===== config.mk =====
export PLATFORM = sky130hd
export DESIGN_NAME = sys_array_sequencer
export DESIGN_NICKNAME = d
export VERILOG_FILES = /design/src/rtl/sys_array_pkg.sv /design/src/rtl/sys_array_skew_gen.sv /design/src/rtl/sys_array_sequencer.sv
export SDC_FILE = /design/constraint.sdc
export NUM_CORES = 1
export LEC_CHECK = 0
export CAP_MARGIN = 20
export CORE_MARGIN = 10
export CORE_UTILIZATION = 30
export DETAILED_ROUTE_END_ITERATION = 6
export HOLD_SLACK_MARGIN = 0.1
export SLEW_MARGIN = 20
export SYNTH_ARGS = -nofsm -noshare
export SYNTH_HDL_FRONTEND = slang
export SYNTH_SLANG_ARGS = --single-unit

===== constraint.sdc =====
create_clock -name clk -period 5.28 [get_ports clk]
set_input_delay 0.792 -clock clk [delete_from_list [all_inputs] [get_ports clk]]
set_output_delay 0.792 -clock clk [all_outputs]
set_load 0.05 [all_outputs]

===== src/rtl/sys_array_pkg.sv =====
// sys_array_pkg: shared configuration, state encoding and feed-length helper for the systolic array sequencer
package sys_array_pkg;
    localparam int DATA_WIDTH = 8;
    localparam int ARRAY_W    = 4;
    localparam int ARRAY_L    = 4;
    localparam int K_MAX      = 16;
    localparam int PE_LAT     = 1;
    localparam int ADDR_W     = $clog2(K_MAX);
    localparam int T_W        = $clog2(K_MAX + ARRAY_W + ARRAY_L);
    localparam int ROW_W      = $clog2(ARRAY_W);

    typedef enum logic [2:0] {
        IDLE,
        CLEAR,
        FEED,
        FLUSH,
        OUTPUT,
        DONE
    } seq_state_t;

    // Skewed feed ends when the far corner PE has seen its last operand pair
    function automatic logic [T_W-1:0] feed_len(input logic [ADDR_W:0] k);
        return T_W'(k) + T_W'(ARRAY_W + ARRAY_L - 2);
    endfunction
endpackage


===== src/rtl/sys_array_skew_gen.sv =====
// sys_array_skew_gen: registered skewed strobe/address generation for N operand streams
module sys_array_skew_gen
    import sys_array_pkg::*;
#(
    parameter int N = 4
) (
    input  logic                  clk,
    input  logic                  reset,
    input  logic                  en,
    input  logic [T_W-1:0]        t,
    input  logic [ADDR_W:0]       k,
    output logic [N-1:0]          valid,
    output logic [N*ADDR_W-1:0]   addr
);
    logic [N-1:0]        hit;
    logic [N*ADDR_W-1:0] d_addr;

    // Stream i is live for K counts starting at t=i; address only formed when live
    always_comb begin
        hit    = '0;
        d_addr = '0;
        for (int i = 0; i < N; i++) begin
            hit[i] = en && int'(t) >= i && int'(t) < i + int'(k);
            d_addr[i*ADDR_W +: ADDR_W] = hit[i] ? ADDR_W'(int'(t) - i) : '0;
        end
    end

    // Register the strobes so they line up with the count they were computed for
    always_ff @(posedge clk or posedge reset) begin
        if (reset) begin
            valid <= '0;
            addr  <= '0;
        end else begin
            valid <= hit;
            addr  <= d_addr;
        end
    end
endmodule


===== src/rtl/sys_array_sequencer.sv =====
// sys_array_sequencer: clear/feed/flush/output control sequencer for the systolic array
module sys_array_sequencer
    import sys_array_pkg::*;
(
    input  logic                        clk,
    input  logic                        reset,
    input  logic                        start,
    input  logic [ADDR_W:0]             k_len,
    output logic                        busy,
    output logic                        err,
    output logic                        clear_acc,
    output logic [ARRAY_W-1:0]          a_valid,
    output logic [ARRAY_W*ADDR_W-1:0]   a_addr,
    output logic [ARRAY_L-1:0]          b_valid,
    output logic [ARRAY_L*ADDR_W-1:0]   b_addr,
    output logic                        res_valid,
    output logic [ROW_W-1:0]            res_row,
    input  logic                        res_ready,
    output logic                        done
);
    seq_state_t     state, state_n;
    logic [T_W-1:0] t, t_n;
    logic [ROW_W-1:0] r;
    logic [ADDR_W:0] k_q;
    logic k_ok, accept, feed_last, flush_last, last_row, feed_n;

    // Run qualification and the shared feed/flush counter
    always_comb begin
        k_ok       = k_len != '0 && k_len <= (ADDR_W+1)'(K_MAX);
        accept     = state == IDLE && start && k_ok;
        feed_last  = t == feed_len(k_q) - T_W'(1);
        flush_last = t == T_W'(PE_LAT - 1);
        last_row   = r == ROW_W'(ARRAY_W - 1);
        t_n        = ((state == FEED && !feed_last) || (state == FLUSH && !flush_last)) ? t + T_W'(1) : '0;
        feed_n     = state_n == FEED;
    end

    // State register
    always_ff @(posedge clk or posedge reset) begin
        if (reset) state <= IDLE;
        else       state <= state_n;
    end

    // Next-state sequencing; starts are only honoured from IDLE
    always_comb begin
        state_n = state;
        case (state)
            IDLE:    state_n = accept ? CLEAR : IDLE;
            CLEAR:   state_n = FEED;
            FEED:    state_n = feed_last ? ((PE_LAT == 0) ? OUTPUT : FLUSH) : FEED;
            FLUSH:   state_n = flush_last ? OUTPUT : FLUSH;
            OUTPUT:  state_n = (res_ready && last_row) ? DONE : OUTPUT;
            DONE:    state_n = IDLE;
            default: state_n = IDLE;
        endcase
    end

    // Control outputs decoded from state; err is the only one that reacts to start directly
    always_comb begin
        busy      = state != IDLE;
        err       = state == IDLE && start && !k_ok;
        clear_acc = state == CLEAR;
        res_valid = state == OUTPUT;
        res_row   = state == OUTPUT ? r : '0;
        done      = state == DONE;
    end

    // Feed count, result row index and latched inner dimension
    always_ff @(posedge clk or posedge reset) begin
        if (reset) begin
            t   <= '0;
            r   <= '0;
            k_q <= '0;
        end else begin
            t <= t_n;
            r <= state == CLEAR ? '0 : (state == OUTPUT && res_ready) ? r + ROW_W'(1) : r;
            if (accept) k_q <= k_len;
        end
    end

    sys_array_skew_gen #(.N(ARRAY_W)) u_rows (
        .clk   (clk),
        .reset (reset),
        .en    (feed_n),
        .t     (t_n),
        .k     (k_q),
        .valid (a_valid),
        .addr  (a_addr)
    );

    sys_array_skew_gen #(.N(ARRAY_L)) u_cols (
        .clk   (clk),
        .reset (reset),
        .en    (feed_n),
        .t     (t_n),
        .k     (k_q),
        .valid (b_valid),
        .addr  (b_addr)
    );
endmodule

Yosys cells after proc, flatten, opt, wreduce, memory -nomap -nowiden
Cells that the tools add are included.

word-level totals
  output and inout port bits = 47
  register bits = 35

cells by class
  reduce and logical (&&, ||, !) cells = 24
  equality and inequality tests = 8
  magnitude comparators = 8
  add/subtract/negate cells = 10
  mux-type cells = 13

operators by type and width
  cell                                                                number
  less-than comparator 5 x 6 -> 1 bit                                 3
  2-to-1 mux 4 bit                                                    4
  logical AND 1 bit                                                   15
  one-hot mux 3 bit (5 select lines)                                  1
  adder 2 x 5 -> 6 bit (first input constant)                         2
  greater-or-equal comparator 5 x 2 -> 1 bit (second input constant)  2
  equality test 3 x 2 -> 1 bit (second input constant)                3
  subtractor 4 x 2 -> 4 bit (second input constant)                   2
  adder 1 x 5 -> 6 bit (first input constant)                         1
  equality test 3 bit (second input constant)                         2
  2-to-1 mux 2 bit                                                    3
  adder 5 x 1 -> 5 bit (second input constant)                        1
  adder 5 x 3 -> 5 bit (second input constant)                        1
  equality test 5 bit                                                 1
  greater-or-equal comparator 5 x 1 -> 1 bit (second input constant)  1
  <= comparator 5 bit (second input constant)                         1
  logical NOT 5 bit                                                   1
  less-than comparator 5 bit                                          1
  2-to-1 mux 5 bit                                                    1
  nonzero test 5 bit                                                  1
  subtractor 5 x 1 -> 5 bit (second input constant)                   1
  subtractor 4 x 1 -> 4 bit (second input constant)                   1
  equality test 3 x 1 -> 1 bit (second input constant)                1
  logical NOT 1 bit                                                   3
  8 further kinds                                                     10

Longest topological paths before layout
  word-level depth = 11
  gate-level depth with buffers = 15
  mapped depth without buffers = 14

By module
From an unflattened synthesis, not the netlist that was laid out.

unflattened totals
  cells, all modules = 357
  area, all modules = 3629.7 µm²

modules (own cells, without submodules)
  module               area each (µm²)  cells each  times used
  sys_array_skew_gen   1368.8           136         2
  sys_array_sequencer  892.1            85          1

Worst setup path after synthesis
No wires, ideal clock.

  path kind = reg-to-output
  from = register state[1]
  to = output res_row[0]
  data arrival time = 2532 ps
  required time = 4488 ps
  stages on the path, launching flop included = 4
  setup slack = 1956 ps
  path through = dfrtp_1 -> buf_2 -> nor3b_1 -> and2_1

between the ends
  word-level cells in the longest chain between the ends = 2

ends and longest elaborated chain
  what                    line                       RTL
  from (decl)             sys_array_sequencer.sv:21  seq_state_t state, state_n;
  from (signal assigned)  sys_array_sequencer.sv:41  else state <= state_n;
  equality test 3 bit     n/a
  via res_valid           sys_array_sequencer.sv:16  output logic res_valid,
  2-to-1 mux 2 bit        sys_array_sequencer.sv:64  res_row = state == OUTPUT ? r : '0;
  to (decl)               sys_array_sequencer.sv:17  output logic [ROW_W-1:0] res_row,

The timed path passes the listed nets, and every way through them passes these cells.

Worst setup path after layout
  from = register k_q[2]
  to = register u_cols.addr[13]

between the ends
  word-level cells in the longest chain between the ends = 11
  elaborated cells between the ends (all ways) = 17

ends and longest elaborated chain
  what                                        line                       RTL
  from (decl)                                 sys_array_sequencer.sv:24  logic [ADDR_W:0] k_q;
  from (signal assigned)                      sys_array_sequencer.sv:77  if (accept) k_q <= k_len;
  adder 5 x 3 -> 5 bit                        sys_array_pkg.sv:23        return T_W'(k) + T_W'(ARRAY_W + ARRAY_L - 2);
  subtractor 5 x 1 -> 5 bit                   sys_array_sequencer.sv:31  feed_last = t == feed_len(k_q) - T_W'(1);
  equality test 5 bit                         sys_array_sequencer.sv:31
  logical NOT 1 bit                           sys_array_sequencer.sv:34  t_n = ((state == FEED && !feed_last) || (state == FLUSH && !flush_last)) ? t + T_W'(1) : '0;
  logical AND 1 bit                           sys_array_sequencer.sv:34
  logical OR 1 bit                            sys_array_sequencer.sv:34
  2-to-1 mux 5 bit                            sys_array_sequencer.sv:34
  greater-or-equal comparator 5 x 2 -> 1 bit  sys_array_skew_gen.sv:23   hit[i] = en && int'(t) >= i && int'(t) < i + int'(k);
  logical AND 1 bit                           sys_array_skew_gen.sv:23
  logical AND 1 bit *                         sys_array_skew_gen.sv:23
  via u_cols.hit[3]                           sys_array_skew_gen.sv:15   logic [N-1:0] hit;
  2-to-1 mux 4 bit *                          sys_array_skew_gen.sv:24   d_addr[i*ADDR_W +: ADDR_W] = hit[i] ? ADDR_W'(int'(t) - i) : '0;
  via u_cols.d_addr[13]                       sys_array_skew_gen.sv:16   logic [N*ADDR_W-1:0] d_addr;
  to (signal assigned)                        sys_array_skew_gen.sv:35   addr <= d_addr;
  to (decl)                                   sys_array_skew_gen.sv:13   output logic [N*ADDR_W-1:0] addr

Mark *: on every way through the listed nets, which the timed path passes. The rest lies on a longest branch.
A chain may end at the register's enable or synchronous reset.

==> results.json <==
{
  "fin_skew_ns": 0.007733,
  "die_x_um": 115.2,
  "fin_nets": 348,
  "gp_congestion": 0.9253,
  "critical_path.slowest_cell": "dfrtp_1",
  "slowest_delay_ns": 0.60,
  "fin_crit_sh_pct": 72.59,
  "hold_depth": 2,
  "cp_num_buf_inv": 2,
  "synthesis.area_sq_um": 2721,
  "critPathKind": "reg -> reg",
  "diodes": 0,
  "cts_sinks": 35,
  "drv_cap": 0,
  "drc": 0,
  "hp-start": "r[1]",
  "multi_input_area_sq_um": 1584,
  "synth_top_area_share_pct": 32.18,
  "cts_tree": "done",
  "post_cts_resized": 0,
  "start_kind": "flop",
  "dp_hpwl_um": 5556,
  "final_antenna_net_count": 0,
  "pin_count": 56,
  "dieArea_sq_um": 13280,
  "die_h_um": 115.2,
  "ys_types": 64,
  "tightest_slew_ns": 0.6879,
  "timing_hold_violations_final": 0,
  "fin_crit_ns": 3.833,
  "clock.fmax_mhz": 260.9,
  "async_flop_share_pct": 100.0,
  "cp.required_ns": 5.45,
  "grt_start_max_net_pins": 36,
  "clk_latency_ns": 0.29,
  "critPathArrivalTime_ns": 4.01,
  "critPathMaxFanout": 12,
  "hp-class": "reg -> reg",
  "drive_above_1_share_pct": 10.06,
  "end_kind": "flop",
  "yosysWarnings": 0,
  "antenna_found_initial": 0,
  "fill_cells": 878,
  "cts.reportedPaths.clkPinSlew_ns": 0.07,
  "cp_top_family": "compound AO/OA/AOI/OAI gates",
  "r2r_slack_ns": 1.45,
  "synth-edff-count": 0,
  "cts_buffer_depth": 2,
  "ys_seq_area_share_pct": 32.18,
  "setup_tns_ns": 0,
  "start_util_pct": 31.05,
  "rows": 34,
  "ys_ff_latch": 35,
  "cts_hold_buf": 0,
  "outcome": "completed",
  "synthTopCellsByArea": "dfrtp_1, ha_1, xnor2_1",
  "worstReg2RegStart": "k_q[2]",
  "synthesis.nets": 312,
  "grt_usage_pct": 10.21,
  "min_to": "r[1]",
  "grt_overflow_total": 0,
  "via_count": 2209,
  "grt_pass1_vias": 2219,
  "cts_setup_buffers": 0,
  "wire_per_inst_um": 16.14,
  "rr_endpoint": "u_cols.addr[13]",
  "syn_inst": 282,
  "rsz0062_at_grt": "no",
  "crit_chain": "inv_1 -> ha_1 -> a21oi_1 -> xor2_1 -> o21ai_1 -> nand3_2 -> nand2_2 -> inv_1 -> ha_1 -> a21oi_1 -> maj3_1 -> o41ai_1 -> a311oi_2 -> and2_1",
  "synth-main-ff-cell": "dfrtp_1",
  "synth_top_area_cell": "dfrtp_1",
  "reg2reg_depth": 14,
  "viasPerCell": 5.185,
  "cts_made_buffers": 5,
  "drt_iter0_drc": 134,
  "slew_headroom_pct": 54.04,
  "core_area_sq_um": 8763,
  "report.final.slew_viol_count": 0,
  "htreeDepth": 2,
  "finalSetupViolCount": 0,
  "detail_route.first_pass.iterations": 4,
  "portBuffers": 55,
  "regArea_sq_um": 875.8,
  "wirelength_um": 6874,
  "grt_pass1_wl_um": 11250,
  "area_delta_synth_final_pct": 21.56,
  "cts_root_buf": "clkbuf_8",
  "synth.avg_cell_area_sq_um": 9.650
}
[sequential cells by signal, indices dropped and copies added, names as in the netlist]
name / count
u_cols.addr: 16
k_q: 5
u_rows.valid: 4
r: 2
t: 5
state: 3
[how the worst max path moves through the flow]
stage / start / endpoint / depth (start not counted)
after floorplan: state[1] / res_row[0] / 3
after global placement: k_q[0] / u_cols.addr[13] / 14
after detailed placement: k_q[2] / u_cols.addr[13] / 14
after CTS: k_q[2] / u_cols.addr[13] / 14
after global routing: k_q[0] / u_cols.addr[6] / 14
final: k_q[2] / u_cols.addr[13] / 14
[stage by stage]
| stage | hold slack (ns) | utilization, % | instances | cell area (sq um) | worst slack (ns) |
|---|---|---|---|---|---|
| final | 0.5485 | 37.75 | 426 | 3308 | 1.447 |
| after global routing | 0.5854 | 37.75 | 426 | 3308 | 1.042 |
| after CTS | 0.5579 | 37.75 | 426 | 3308 | 1.474 |
| after detailed placement | 0.5480 | 36.75 | 419 | 3221 | 1.498 |
| after global placement | 0.5356 | 36.75 | 419 | 3221 | 1.554 |
| after floorplan | 0.5167 | - | 282 | 2721 | 1.956 |
[layer usage]
layer | GRT usage [%] | part of all wire [%] | vias up
li1 | - | - | 1067
met1 | 11.79 | 40 | 1066
met2 | 17.53 | 51 | 67
met3 | 2.292 | 7.0 | 9
met4 | 4.703 | 2.1 | 0
met5 | 0 | 0 | -
[cell families after synthesis]
logic type,count (synthesis),share of synthesized area (%)
compound gates,69,19.96
xor+xnor,28,9.288
fa+ha+maj,24,10.76
buf+inv,44,9.608
flops,35,32.18
mux,6,2.437
simple gates,76,15.77
[worst min-delay path, cell delays in order, from the launching register on]
cell and delay (ns):
dfrtp_1 0.39, nand2_1 0.06, a21oi_1 0.06
[cell usage in the layout (no fill, tap or decap), drive strengths merged, types with 3 or more instances in the layout]
cell,synthesis,layout
a31oi,5,5
maj3,3,3
a311oi,5,5
nor3,8,8
xnor2,18,18
clkbuf,1,6
a21boi,3,3
nand2b,3,3
nor3b,3,3
nand3,7,7
nor4,5,5
nand2,16,16
o211ai,5,5
mux2,5,5
o21ai,8,8
a211oi,5,5
xor2,10,10
and2,8,8
clkdlybuf4s50,0,55
o2111ai,3,3
a21o,3,3
nor2b,5,5
a21oi,16,16
inv,15,15
dfrtp,35,35
ha,21,21
nor2,13,13
[cell type report]
class | count | area share [%]
inverter | 16 | 1.815
clock buffer | 6 | 2.496
tap | 108 | 4.085
sequential | 35 | 26.48
timing repair buffer | 57 | 17.10
multi-input combinational | 203 | 47.88
clock inverter | 1 | 0.1513
[synthesized netlist by cell type, drive strengths merged (5+ instances only)]
cell and count:
nor2b 5, xor2 10, ha 21, xnor2 18, a311oi 5, o21ai 8
and2 8, nor2 13, buf 27, mux2 5, nor4 5, o211ai 5
a31oi 5, nand2 16, nor3 8, inv 15, a211oi 5, dfrtp 35
a21oi 16, nand3 7
Power is left out: the tool's default activity adds up to more than one toggle a clock period on the data nets, which glitch-free logic cannot reach.
==> RTL change 1: new RTL, config.mk and constraints unchanged <==
The package constant `K_MAX` goes from 16 to 32.
--- a/src/rtl/sys_array_pkg.sv
+++ b/src/rtl/sys_array_pkg.sv
@@ -3,7 +3,7 @@
     localparam int DATA_WIDTH = 8;
     localparam int ARRAY_W    = 4;
     localparam int ARRAY_L    = 4;
-    localparam int K_MAX      = 16;
+    localparam int K_MAX      = 32;
     localparam int PE_LAT     = 1;
     localparam int ADDR_W     = $clog2(K_MAX);
     localparam int T_W        = $clog2(K_MAX + ARRAY_W + ARRAY_L);
Ports: changed (resized a_addr, b_addr and k_len); port bits go from 56 to 65. No check against the original RTL was run, so the function may have changed too.
==> RTL change 1 against the unedited design <==
Area after synthesis rose by 14%. Wire length rose by 25%. Clock skew rose by 0.012 ns. Non-clock buffer count rose by 9. Design area rose by 16%. Sequential cell count rose by 6. Worst setup slack got worse by 0.84 ns.
Power is not shown: default switching activity piles up to over one toggle a cycle in this logic, so the estimate is an artifact.
==> RTL change 1: results (changes against the unedited design) <==
logic_synthesis:
  synthMuxAreaShare_pct: 2.092  # -0.35 points
  synth_warnings: 0  # unchanged
  syn_nets: 384  # +23%
  synthTopCellsByArea: "dfrtp_1 33%, ha_1 11%, xnor2_1 5.9%"
  synth_compound_area_share_pct: 15.45  # -4.5 points
  syn_inst: 346  # +23%
  synthXorXnorAreaFrac_pct: 9.171  # -0.12 points
  synth.distinct_cells: 60  # -6.3%
  synth-adder-area-share_pct: 11.95  # +1.2 points
  synthTopCellsByCount: "41 x dfrtp_1, 32 x nor2_1, 28 x ha_1"
  seq_area_frac_synth_pct: 32.98  # +0.80 points
setup_path:
  path_max_fanout: 14  # +2
  rrSetupSlack_ns: 0.61  # -0.84 ns
  cp-end-kind: "flip-flop"
  startpoint: "k_q[2]$_DFFE_PP0P_"
  cp_slowest_cell: "dfrtp_1"
  crit_family: "compound AO/OA/AOI/OAI gates"
  slowest_delay_ns: 0.55  # -0.05 ns
  r2r_cells: 15  # +1
  worstPathArrival_ns: 4.83  # +0.82 ns
global_routing:
  grt_max_degree: 42  # +17%
  met3_usage_pct: 3.238  # +0.95 points
  use_met2_pct: 18.84  # +1.3 points
  met1_usage_pct: 14.97  # +3.2 points
  grt_pass1_wl_um: 14020  # +25%
  grt_usage_pct: 11.58  # +1.4 points
  grt_pass1_vias: 2659  # +20%
  antenna_found_initial: 0  # unchanged
placed_design:
  hpwl_um: 6782  # +22%
  port_buffers: 64  # +16%
  gp_congestion: 0.9283  # +0.32%
  dp_cells: 513  # +22%
  dpl_cell_area_um2: 3710  # +15%
  post-place-ws_ns: 0.6585  # -0.8395 ns
clock_tree:
  clk_pin_slew_ns: 0.10  # +0.03 ns
  numCtsBuffers: 5  # unchanged
  ctsHtreeMaxLevel: 2  # unchanged
  clk_latency_ns: 0.32  # +0.03 ns
drt:
  wl_met2_um: 3900  # +12%
  met1Wirelength_um: 3805  # +38%
  wirelength_um: 8563  # +25%
  firstDrtPassIters: 4  # unchanged
  wl_met3_um: 749  # +56%
  vias: 2618  # +19%
  drtIter0Drc: 174  # +30%
  top_layer: "met4"
  vias_per_cell: 5.025  # -3.1%
cells_and_area:
  diodes: 0  # unchanged
  top_regs: "u_cols.addr x20, k_q x6, t x6"
  nets: 422  # +21%
  drive_above_1_share_pct: 8.052  # -2.0 points
  fillers: 1024  # +17%
min_path:
  hold_path.class: "flip-flop to flip-flop"
  holdPathEnd: "r[1]$_DFFE_PP0P_"
  min_path_cells: 2  # unchanged
timing:
  relSlewSlack_pct: 56.43  # +2.4 points
  finClkSkew_ns: 0.01974  # +0.01201 ns
  timing.hold.ws_ns: 0.5720  # +0.02352 ns
outcome:
  status: "completed"
-- RTL change 1: cell types whose count changed in the layout (fill, tap and decap cells not counted), moves of 4 or more --
cell             unedited run  this run
and2_1                      8         3
clkdlybuf4s50_1            55        64
dfrtp_1                    35        41
ha_1                       21        28
inv_1                      14        23
nand2_1                    15        24
nand3_1                     6        17
nor2_1                     13        32
nor3_1                      7        11
o21ai_0                     3         7
-- RTL change 1: final cells by class --
type,count,area [um^2],share of cell area [%]
multi-input cells,245,1764,46.12
flip-flops and latches,41,1026,26.82
repair buffers,66,655.6,17.14
well taps,136,170.2,4.449
inverters,25,93.84,2.453
clock buffers,5,68.82,1.799
clock inverters,3,46.29,1.210
==> RTL change 2: new RTL, same settings <==
Made on the original files. `addr` no longer has a reset.
--- a/src/rtl/sys_array_skew_gen.sv
+++ b/src/rtl/sys_array_skew_gen.sv
@@ -29,11 +29,13 @@
     always_ff @(posedge clk or posedge reset) begin
         if (reset) begin
             valid <= '0;
-            addr  <= '0;
         end else begin
             valid <= hit;
-            addr  <= d_addr;
         end
+    end
+
+    always_ff @(posedge clk) begin
+        addr <= d_addr;
     end
 endmodule
 
Function: differs if reset is asserted again (counterexample within 4 cycles, from zero or initial values and one cycle with reset high); with reset held inactive, the same outputs for 10 cycles.
==> RTL change 2 against the unedited design <==
Critical endpoint is now u_cols.addr[2]$_SDFF_PN0_. Wire length shrank 14%. Design area down 7.8%. First-iteration DRC count fell by 30%. Hold slack gained 0.0055 ns. Worst setup slack improved by 0.14 ns. Area after synthesis fell by 9.1%. Sequential cell count stayed put.
Power is not shown: default switching activity piles up to over one toggle a cycle in this logic, so the estimate is an artifact.
==> RTL change 2: results (changes against the unedited design) <==
outcome:
  status: "completed"
placed_design:
  port_buffers: 55  # unchanged
  dp_cells: 404  # -3.6%
  gp_congestion: 0.8645  # -6.6%
  hpwl_um: 4687  # -16%
clock_tree:
  clk_latency_ns: 0.29  # about the same
  postCtsSetupRepairBufs: 0  # unchanged
  cts_buffer_depth: 2  # unchanged
  numCtsBuffers: 5  # unchanged
  post_cts_resized: 0  # unchanged
  cts_root_buf: "clkbuf_8"
  clk_pin_slew_ns: 0.07  # about the same
  ctsHtreeMaxLevel: 2  # unchanged
setup_path:
  path_max_fanout: 13  # +1
  r2r_cells: 11  # -3
  rrSetupSlack_ns: 1.59  # +0.14 ns
  startpoint: "k_q[0]$_DFFE_PP0P_"
  r2r_end: "u_cols.addr[2]$_SDFF_PN0_"
cells_and_area:
  fillers: 837  # -4.7%
  drive_above_1_share_pct: 9.121  # -0.94 points
  diodes: 0  # unchanged
  nets: 332  # -4.6%
  top_regs: "u_cols.addr x16, k_q x5, t x5"
drt:
  firstDrtPassIters: 4  # unchanged
  wirelength_um: 5910  # -14%
  vias_per_cell: 4.845  # -6.6%
  drtIter0Drc: 94  # -30%
  vias: 1996  # -9.6%
min_path:
  holdPathEnd: "r[1]$_DFFE_PP0P_"
  min-delay-start: "r[1]$_DFFE_PP0P_"
  hold_path.class: "flip-flop to flip-flop"
  min_path_cells: 2  # unchanged
global_routing:
  grt_usage_pct: 9.511  # -0.70 points
  grt_max_degree: 20  # -44%
  antenna_found_initial: 0  # unchanged
  grt_pass1_wl_um: 9936  # -12%
  met1_usage_pct: 12.05  # +0.26 points
  use_met2_pct: 15.25  # -2.3 points
  met3_usage_pct: 3.463  # +1.2 points
logic_synthesis:
  synth_warnings: 0  # unchanged
  synthTopCellsByCount: "25 x nor2_1, 23 x nand2_1, 22 x buf_4"
  ys.flop_type: "dfrtp_1"
  avgSynthCellArea_um2: 8.990  # -6.8%
  syn_nets: 301  # -3.5%
  synthTopCellsByArea: "dfrtp_1 19%, dfxtp_1 13%, ha_1 8.6%"
  synth.distinct_cells: 61  # -4.7%
  seq_area_frac_synth_pct: 32.19  # about the same
  async_flop_share_pct: 54.29  # -46 points
timing:
  final_hold_viol_count: 0  # unchanged
  setup_viol: 0  # unchanged
  finClkSkew_ns: 0.004053  # -0.003680 ns
  fin_tns_setup_ns: 0  # unchanged
  worst_slew_pin_slew_ns: 0.7779  # +0.08998 ns
RTL change 2: changes by cell type after synthesis, sizes merged, moves of 4 or more:
cell    change
dfrtp      -16
dfxtp      +16
nor2       +13
and2        -7
nand2       +7
xnor2       -7
a311oi      -5
inv         +5
a31oi       -4
ha          -4
o211ai      -4
RTL change 2: layout make-up:
cell class                      instances  area, um^2  area share [%]
Clock inverter                          2       13.76          0.4512
Tap cell                              105       131.4           4.307
Clock buffer                            6       93.84           3.076
Inverter                               20       75.07           2.461
Multi-Input combinational cell        189        1390           45.57
Timing Repair Buffer                   55       550.5           18.05
Sequential cell                        35       795.8           26.09
RTL change 2: how the worst max path moves through the flow:
stage | slack, ns | depth (start not counted) | endpoint
final | 1.59 | 11 | u_cols.addr[2]$_SDFF_PN0_
after global routing | 1.27 | 15 | u_cols.addr[9]$_SDFF_PN0_
after CTS | 1.66 | 11 | u_cols.addr[2]$_SDFF_PN0_
after detailed placement | 1.68 | 11 | u_cols.addr[2]$_SDFF_PN0_
after global placement | 1.64 | 11 | u_cols.addr[2]$_SDFF_PN0_
after floorplan | 2.12 | 17 | u_rows.valid[2]$_DFF_PP0_
RTL change 2: kinds of logic after synthesis:
logic type | after synthesis | share of synthesized area [%]
AOI/OAI and AO/OA | 49 | 15.49
adders and majority gates | 21 | 10.22
xor gates and xnor gates | 22 | 8.400
DFF | 35 | 32.19
buffers and inverters | 51 | 11.59
and+or+nand+nor | 89 | 18.52
muxes | 8 | 3.593
RTL change 2: layer usage:
layer  part of all wire (%)  vias up  wire, um
met5                      0        -         0
met4                   0.76        0        45
met3                    8.9        4       524
met2                     46       71      2705
met1                     45      934      2635
li1                       -      987         -
RTL change 2: worst max-delay path, cell delays in order, from the launching register on:
cell,delay [ns]
dfrtp_1,0.52
ha_1,0.31
xnor2_1,0.27
a211oi_2,0.13
o2111a_2,0.39
nor3_2,0.48
ha_1,0.24
a41oi_1,0.16
a21boi_0,0.18
maj3_1,0.36
o21bai_1,0.43
nor2_1,0.09
RTL change 2: stage by stage:
step | setup WS (ns) | hold slack [ns] | instance area [um^2] | utilization, %
after CTS | 1.658 | 0.5672 | 3050 | 37.50
after global routing | 1.275 | 0.6007 | 3050 | 37.50
after floorplan | 2.125 | 0.5042 | 2472 | -
after detailed placement | 1.684 | 0.5501 | 2943 | 36.18
final | 1.585 | 0.5541 | 3050 | 37.50
after global placement | 1.639 | 0.5394 | 2943 | 36.18
